[config.mk]
export PLATFORM = sky130hd
export DESIGN_NAME = frame_scanout_flat
export DESIGN_NICKNAME = d
export VERILOG_FILES = /design/src/rtl/frame_scanout_if.sv /design/src/rtl/frame_scanout.sv /design/src/flat_wrapper.sv
export SDC_FILE = /design/constraint.sdc
export NUM_CORES = 1
export LEC_CHECK = 0
export BUFFER_PORTS_ARGS = -buffer_cell sky130_fd_sc_hd__buf_2
export CAP_MARGIN = 20
export CORE_MARGIN = 8
export CORE_UTILIZATION = 40
export CTS_BUF_LIST = sky130_fd_sc_hd__clkbuf_8
export DETAILED_ROUTE_END_ITERATION = 10
export PLACE_DENSITY = 0.57
export SLEW_MARGIN = 20
export SYNTH_ARGS = -nofsm -noshare
export SYNTH_HDL_FRONTEND = slang
export SYNTH_SLANG_ARGS = --single-unit
[constraint.sdc]
create_clock -name clk -period 4.9 [get_ports clk]
set_input_delay 0.49 -clock clk [delete_from_list [all_inputs] [get_ports clk]]
set_output_delay 0.49 -clock clk [all_outputs]
set_load 0.02 [all_outputs]
[src/rtl/frame_scanout_if.sv]
// rtl/frame_scanout_if.sv - frame RAM read port between scanout and framebuffer memory
interface frame_scanout_if #(
  parameter int ADDR_W = 20
);
  logic              fbRdEn;
  logic [ADDR_W-1:0] fbRdAddr;
  logic [23:0]       fbRdData;

  modport master (output fbRdEn, output fbRdAddr, input fbRdData);
  modport slave  (input fbRdEn, input fbRdAddr, output fbRdData);
endinterface

[src/rtl/frame_scanout.sv]
// rtl/frame_scanout.sv - raster scanout of the displayed framebuffer with vblank buffer swap
module frame_scanout #(
  parameter int SCREEN_WIDTH  = 400,
  parameter int SCREEN_HEIGHT = 700,
  parameter int H_FRONT       = 16,
  parameter int H_SYNC        = 96,
  parameter int H_BACK        = 48,
  parameter int V_FRONT       = 10,
  parameter int V_SYNC        = 2,
  parameter int V_BACK        = 33,
  parameter int ADDR_W        = $clog2(2 * SCREEN_WIDTH * SCREEN_HEIGHT)
) (
  input  logic            clk,
  input  logic            rst_n,
  input  logic            enable,
  frame_scanout_if.master fb,
  input  logic            frameReady,
  output logic            frameAck,
  output logic            renderBuf,
  output logic [23:0]     pixelRGB,
  output logic            hsync,
  output logic            vsync,
  output logic            de,
  output logic [15:0]     repeatCount
);

  localparam int H_TOTAL = SCREEN_WIDTH + H_FRONT + H_SYNC + H_BACK;
  localparam int V_TOTAL = SCREEN_HEIGHT + V_FRONT + V_SYNC + V_BACK;
  localparam int HW      = $clog2(H_TOTAL);
  localparam int VW      = $clog2(V_TOTAL);

  localparam logic [HW-1:0] H_ACT  = HW'(SCREEN_WIDTH);
  localparam logic [HW-1:0] H_SS   = HW'(SCREEN_WIDTH + H_FRONT);
  localparam logic [HW-1:0] H_SE   = HW'(SCREEN_WIDTH + H_FRONT + H_SYNC);
  localparam logic [HW-1:0] H_LAST = HW'(H_TOTAL - 1);
  localparam logic [VW-1:0] V_ACT  = VW'(SCREEN_HEIGHT);
  localparam logic [VW-1:0] V_SS   = VW'(SCREEN_HEIGHT + V_FRONT);
  localparam logic [VW-1:0] V_SE   = VW'(SCREEN_HEIGHT + V_FRONT + V_SYNC);
  localparam logic [VW-1:0] V_LAST = VW'(V_TOTAL - 1);

  localparam logic [ADDR_W-1:0] FRAME_WORDS = ADDR_W'(SCREEN_WIDTH * SCREEN_HEIGHT);
  localparam logic [ADDR_W-1:0] COL_WORDS   = ADDR_W'(SCREEN_HEIGHT);

  logic [HW-1:0]     h_count;
  logic [VW-1:0]     v_count;
  logic              display_buf;
  logic              active;
  logic              h_sync0;
  logic              v_sync0;
  logic              swap_slot;
  logic [ADDR_W-1:0] addr0;
  logic              s1_de, s1_hs, s1_vs;
  logic              s2_de, s2_hs, s2_vs;

  // Stage 0: decode the raster position; disabled scan looks like permanent blanking.
  always_comb begin
    active    = enable && (h_count < H_ACT) && (v_count < V_ACT);
    h_sync0   = !(enable && (h_count >= H_SS) && (h_count < H_SE));
    v_sync0   = !(enable && (v_count >= V_SS) && (v_count < V_SE));
    swap_slot = enable && (h_count == '0) && (v_count == V_ACT);
    addr0     = (display_buf ? FRAME_WORDS : '0)
              + ADDR_W'(h_count) * COL_WORDS
              + ADDR_W'(v_count);
  end

  always_ff @(posedge clk or negedge rst_n) begin
    if (!rst_n) begin
      h_count <= '0;
      v_count <= '0;
    end else if (!enable) begin
      h_count <= '0;
      v_count <= '0;
    end else if (h_count == H_LAST) begin
      h_count <= '0;
      v_count <= (v_count == V_LAST) ? '0 : v_count + VW'(1);
    end else begin
      h_count <= h_count + HW'(1);
    end
  end

  // Swap only on the first vblank clock, so the frame in flight always reads one buffer.
  always_ff @(posedge clk or negedge rst_n) begin
    if (!rst_n) begin
      display_buf <= 1'b0;
      frameAck    <= 1'b0;
      repeatCount <= '0;
    end else begin
      frameAck <= 1'b0;
      if (swap_slot) begin
        if (frameReady) begin
          display_buf <= ~display_buf;
          frameAck    <= 1'b1;
          repeatCount <= '0;
        end else if (repeatCount != 16'hFFFF) begin
          repeatCount <= repeatCount + 16'd1;
        end
      end
    end
  end

  assign renderBuf = ~display_buf;

  always_ff @(posedge clk or negedge rst_n) begin
    if (!rst_n) begin
      fb.fbRdEn   <= 1'b0;
      fb.fbRdAddr <= '0;
      s1_de       <= 1'b0;
      s1_hs       <= 1'b1;
      s1_vs       <= 1'b1;
      s2_de       <= 1'b0;
      s2_hs       <= 1'b1;
      s2_vs       <= 1'b1;
      pixelRGB    <= '0;
      de          <= 1'b0;
      hsync       <= 1'b1;
      vsync       <= 1'b1;
    end else begin
      fb.fbRdEn <= active;
      if (active) fb.fbRdAddr <= addr0;
      s1_de    <= active;
      s1_hs    <= h_sync0;
      s1_vs    <= v_sync0;
      s2_de    <= s1_de;
      s2_hs    <= s1_hs;
      s2_vs    <= s1_vs;
      pixelRGB <= s2_de ? fb.fbRdData : 24'd0;
      de       <= s2_de;
      hsync    <= s2_hs;
      vsync    <= s2_vs;
    end
  end

endmodule

[src/flat_wrapper.sv]
// flat-port wrapper written by rule: the top's interface ports become plain ports
module frame_scanout_flat 
#(
  parameter int SCREEN_WIDTH  = 400,
  parameter int SCREEN_HEIGHT = 700,
  parameter int H_FRONT       = 16,
  parameter int H_SYNC        = 96,
  parameter int H_BACK        = 48,
  parameter int V_FRONT       = 10,
  parameter int V_SYNC        = 2,
  parameter int V_BACK        = 33,
  parameter int ADDR_W        = $clog2(2 * SCREEN_WIDTH * SCREEN_HEIGHT)
)
  (clk, rst_n, enable, frameReady, frameAck, renderBuf, pixelRGB, hsync, vsync, de, repeatCount, fb_fbRdEn, fb_fbRdAddr, fb_fbRdData);
  frame_scanout_if #(.ADDR_W(ADDR_W)) fb_i ();
  input  logic clk;
  input  logic rst_n;
  input  logic enable;
  input  logic frameReady;
  output logic frameAck;
  output logic renderBuf;
  output logic [23:0] pixelRGB;
  output logic hsync;
  output logic vsync;
  output logic de;
  output logic [15:0] repeatCount;
  output wire logic [$bits(fb_i.fbRdEn)-1:0] fb_fbRdEn;
  output wire logic [$bits(fb_i.fbRdAddr)-1:0] fb_fbRdAddr;
  input wire logic [$bits(fb_i.fbRdData)-1:0] fb_fbRdData;
  assign fb_fbRdEn = fb_i.fbRdEn;
  assign fb_fbRdAddr = fb_i.fbRdAddr;
  assign fb_i.fbRdData = fb_fbRdData;
  frame_scanout #(.SCREEN_WIDTH(SCREEN_WIDTH), .SCREEN_HEIGHT(SCREEN_HEIGHT), .H_FRONT(H_FRONT), .H_SYNC(H_SYNC), .H_BACK(H_BACK), .V_FRONT(V_FRONT), .V_SYNC(V_SYNC), .V_BACK(V_BACK), .ADDR_W(ADDR_W)) u_core (.clk(clk), .rst_n(rst_n), .enable(enable), .fb(fb_i), .frameReady(frameReady), .frameAck(frameAck), .renderBuf(renderBuf), .pixelRGB(pixelRGB), .hsync(hsync), .vsync(vsync), .de(de), .repeatCount(repeatCount));
endmodule
==> flow_summary.ini <==
[clock_tree]
htreeDepth = 3
cts_root_buf = clkbuf_8
cts.sinks = 91
insertion_delay_ns = 0.37
cts_inserted_buffers = 9
cts_max_path_buffers = 2
cts_tree = built
clk_pin_slew_ns = 0.09
ctsHoldBuffers = 0

[die]
start_util_pct = 40.9
rows = 46
die_h_um = 144
dieArea_mm2 = 0.0206
io-pin-count = 94
fp.dieW_um = 144
core_mm2 = 0.0159

[power]
power_density_mw_per_mm2 = 209
power.leakage_uw = 0.00415
max-vdd-ir-drop_v = 0.000110
fin_total_pwr_uw = 1720

[worst_setup_path]
path_cells = ha_4 > inv_2 > fa_1 > inv_1 > fa_1 > inv_1 > fa_1 > inv_2 > ha_4 > o21ai_0 > o21ai_1 > nand2_1 > o21ai_1 > a21oi_1 > o21ai_1 > xor2_1 > ha_2 > xor2_4 > o31ai_1 > a211o_1 > o311a_1 > a221o_1
slowest_delay_ns = 0.52
startpoint = u_core.h_count[3]
worst_setup_path_start_kind = flip-flop
end_kind = flip-flop
worstPathArrival_ns = 5.34
required_ns = 5.16
r2r-start = u_core.h_count[3]
slowest_stage = fa_1
criticalPathCategory = reg -> reg
cp_max_fo = 6
worst-r2r-setup-slack_ns = -0.17

[place]
placed_cell_area_mm2 = 0.00777
dpl.hpwl_um = 11900
io_buffers = 93
place.gp.congestion = 0.868
dp_slack_ns = -0.203

[route]
routed_via_density = 4.93
antenna_left = 0
wl_um = 14900
vias = 5099
drtPass1Iterations = 4
drt_first_iter_violations = 232
drcViolationCount = 0
post_drt_wl_per_cell_um = 14.4

[global_routing]
overflow = 0
grt_pass1_vias = 5062
grt_usage_pct = 14.8
antenna_found_initial = 0
grt_max_degree = 55
grt_first_pass_wirelength_um = 24300

[sta]
slew_violations = 0
hold_violations = 0
fmax_mhz = 197
fin_tns_setup_ns = -0.186
fin_crit_sh_pct = 104
layout_min_cycle_time_ns = 5.07
fin_skew_ns = 0.00856
worstMarginPinSlew_ns = 0.733
setup_ws_ns = -0.175
rsz0062_at_grt = true
slew_headroom_pct = 51.1
setup_violations = 2

[synth]
ys_top_cells_by_area = dfrtp_1 (33%), ha_1 (16%), fa_1 (10%)
synth-main-ff-cell = dfrtp_1
ys_ff_latch = 91
syn-cell-area_mm2 = 0.00650
syn_area_per_cell_um2 = 10.1
yosysUniqueCellTypes = 59
yosysWarnings = 0
yosysSeqAreaShare_pct = 35.1
synth_edf_count = 0
syn_inst = 645
yosysTopAreaCell = dfrtp_1
synth_top_cell_area_share_pct = 32.7
synth_fp_nets = 789
async_flop_share_pct = 100

[finish]
post-route-util_pct = 51.9
antenna_cells = 0
fillers = 1476
nNetsFinal = 959
drive_gt1_share_pct = 31.7
syn_to_final_growth_pct = 26.7
multiInputGateArea_mm2 = 0.00414
regArea_mm2 = 0.00230
fin_area_mm2 = 0.00824
final_common_cell = buf_2
final_cell_mix = buf_2 (92), inv_1 (82), dfrtp_1 (76)

[worst_hold_path]
min_path_type = in -> async

[flow_run]
cap_violations = 0

[status]
violations = negative setup slack
outcome = finished with violations
-- state kept, by name, summed over array words and instances (netlist names) --
register            cells
u_core.s1_vs            1
u_core.s2_de            1
u_core.pixelRGB        24
u_core.s2_hs            1
u_core.v_count         10
u_core.fb.fbRdAddr     20
u_core.s1_hs            1
u_core.fb.fbRdEn        1
u_core.hsync            1
u_core.vsync            1
u_core.s2_vs            1
u_core.h_count         10
u_core.frameAck         1
u_core.de               1
u_core.repeatCount     16
u_core.display_buf      1
-- cell type report --
cell class | count | area share (%)
flip-flops and latches | 91 | 27.9
clock inverters | 5 | 0.380
clock buffers | 10 | 1.67
inverters | 86 | 3.95
well taps | 216 | 3.28
multi-input cells | 459 | 50.2
repair buffers | 168 | 12.6
-- what timing repair did --
item,CTS,global route
buffers inserted,4,8
gates resized for setup,15,28
pin swaps,3,14
endpoints found under the setup margin,4,8
-- cells in the mapped netlist (all sizes together), types with 6 or more instances --
library cell	instances
a21o	9
a21oi	24
and2	28
and4	6
clkbuf	7
dfrtp	85
dfstp	6
fa	33
ha	83
inv	85
nand2	39
nand3	14
nand4	10
nor2	40
nor2b	8
nor3	11
o21ai	41
o31ai	7
or3	8
xnor2	30
xor2	11
-- power by group --
| group | internal (uW) | switching (uW) |
|---|---|---|
| clock network | 194 | 260 |
| registers | 792 | 21.1 |
| logic | 202 | 255 |
-- kinds of logic after synthesis --
logic type | share of synthesized area (%)
muxes | 0.827
xor gates and xnor gates | 5.75
AOI/OAI and AO/OA | 11.3
buffers and inverters | 5.56
DFF | 35.1
and+or+nand+nor | 15.3
adders and majority gates | 26.1
-- metal layers --
metal	GRT usage (%)	share of wire, %
met5	0	0
met4	5.87	1.6
met3	2.99	5.4
met2	24.4	48
met1	18.7	45
-- critical path, delay by kind of cell (launching register included) --
kind | cells | cell delay, ns
and+or+nand+nor | 1 | 0.13
DFF | 1 | 0.47
xor gates and xnor gates | 2 | 0.36
buffers and inverters | 4 | 0.17
AOI/OAI and AO/OA | 9 | 1.51
adders and majority gates | 6 | 2.30
-- final timing paths --
path | end | cells past startpoint
max | u_core.fb.fbRdAddr[19] | 22
min | u_core.pixelRGB[9] | 1
max reg2reg | u_core.fb.fbRdAddr[19] | 22
min reg2reg | u_core.hsync | 0
max in group asynchronous | u_core.h_count[1] | 2
min in group clk | u_core.pixelRGB[3] | 2
-- metrics by stage --
step           instances  hold slack, ns
6_report            1035           0.149
5_1_grt             1035           0.197
4_1_cts             1027           0.150
3_5_place_dp        1008           0.347
3_3_place_gp        1008           0.346
2_1_floorplan        645           0.194
Note: power is estimated with default switching activity, not from simulation.
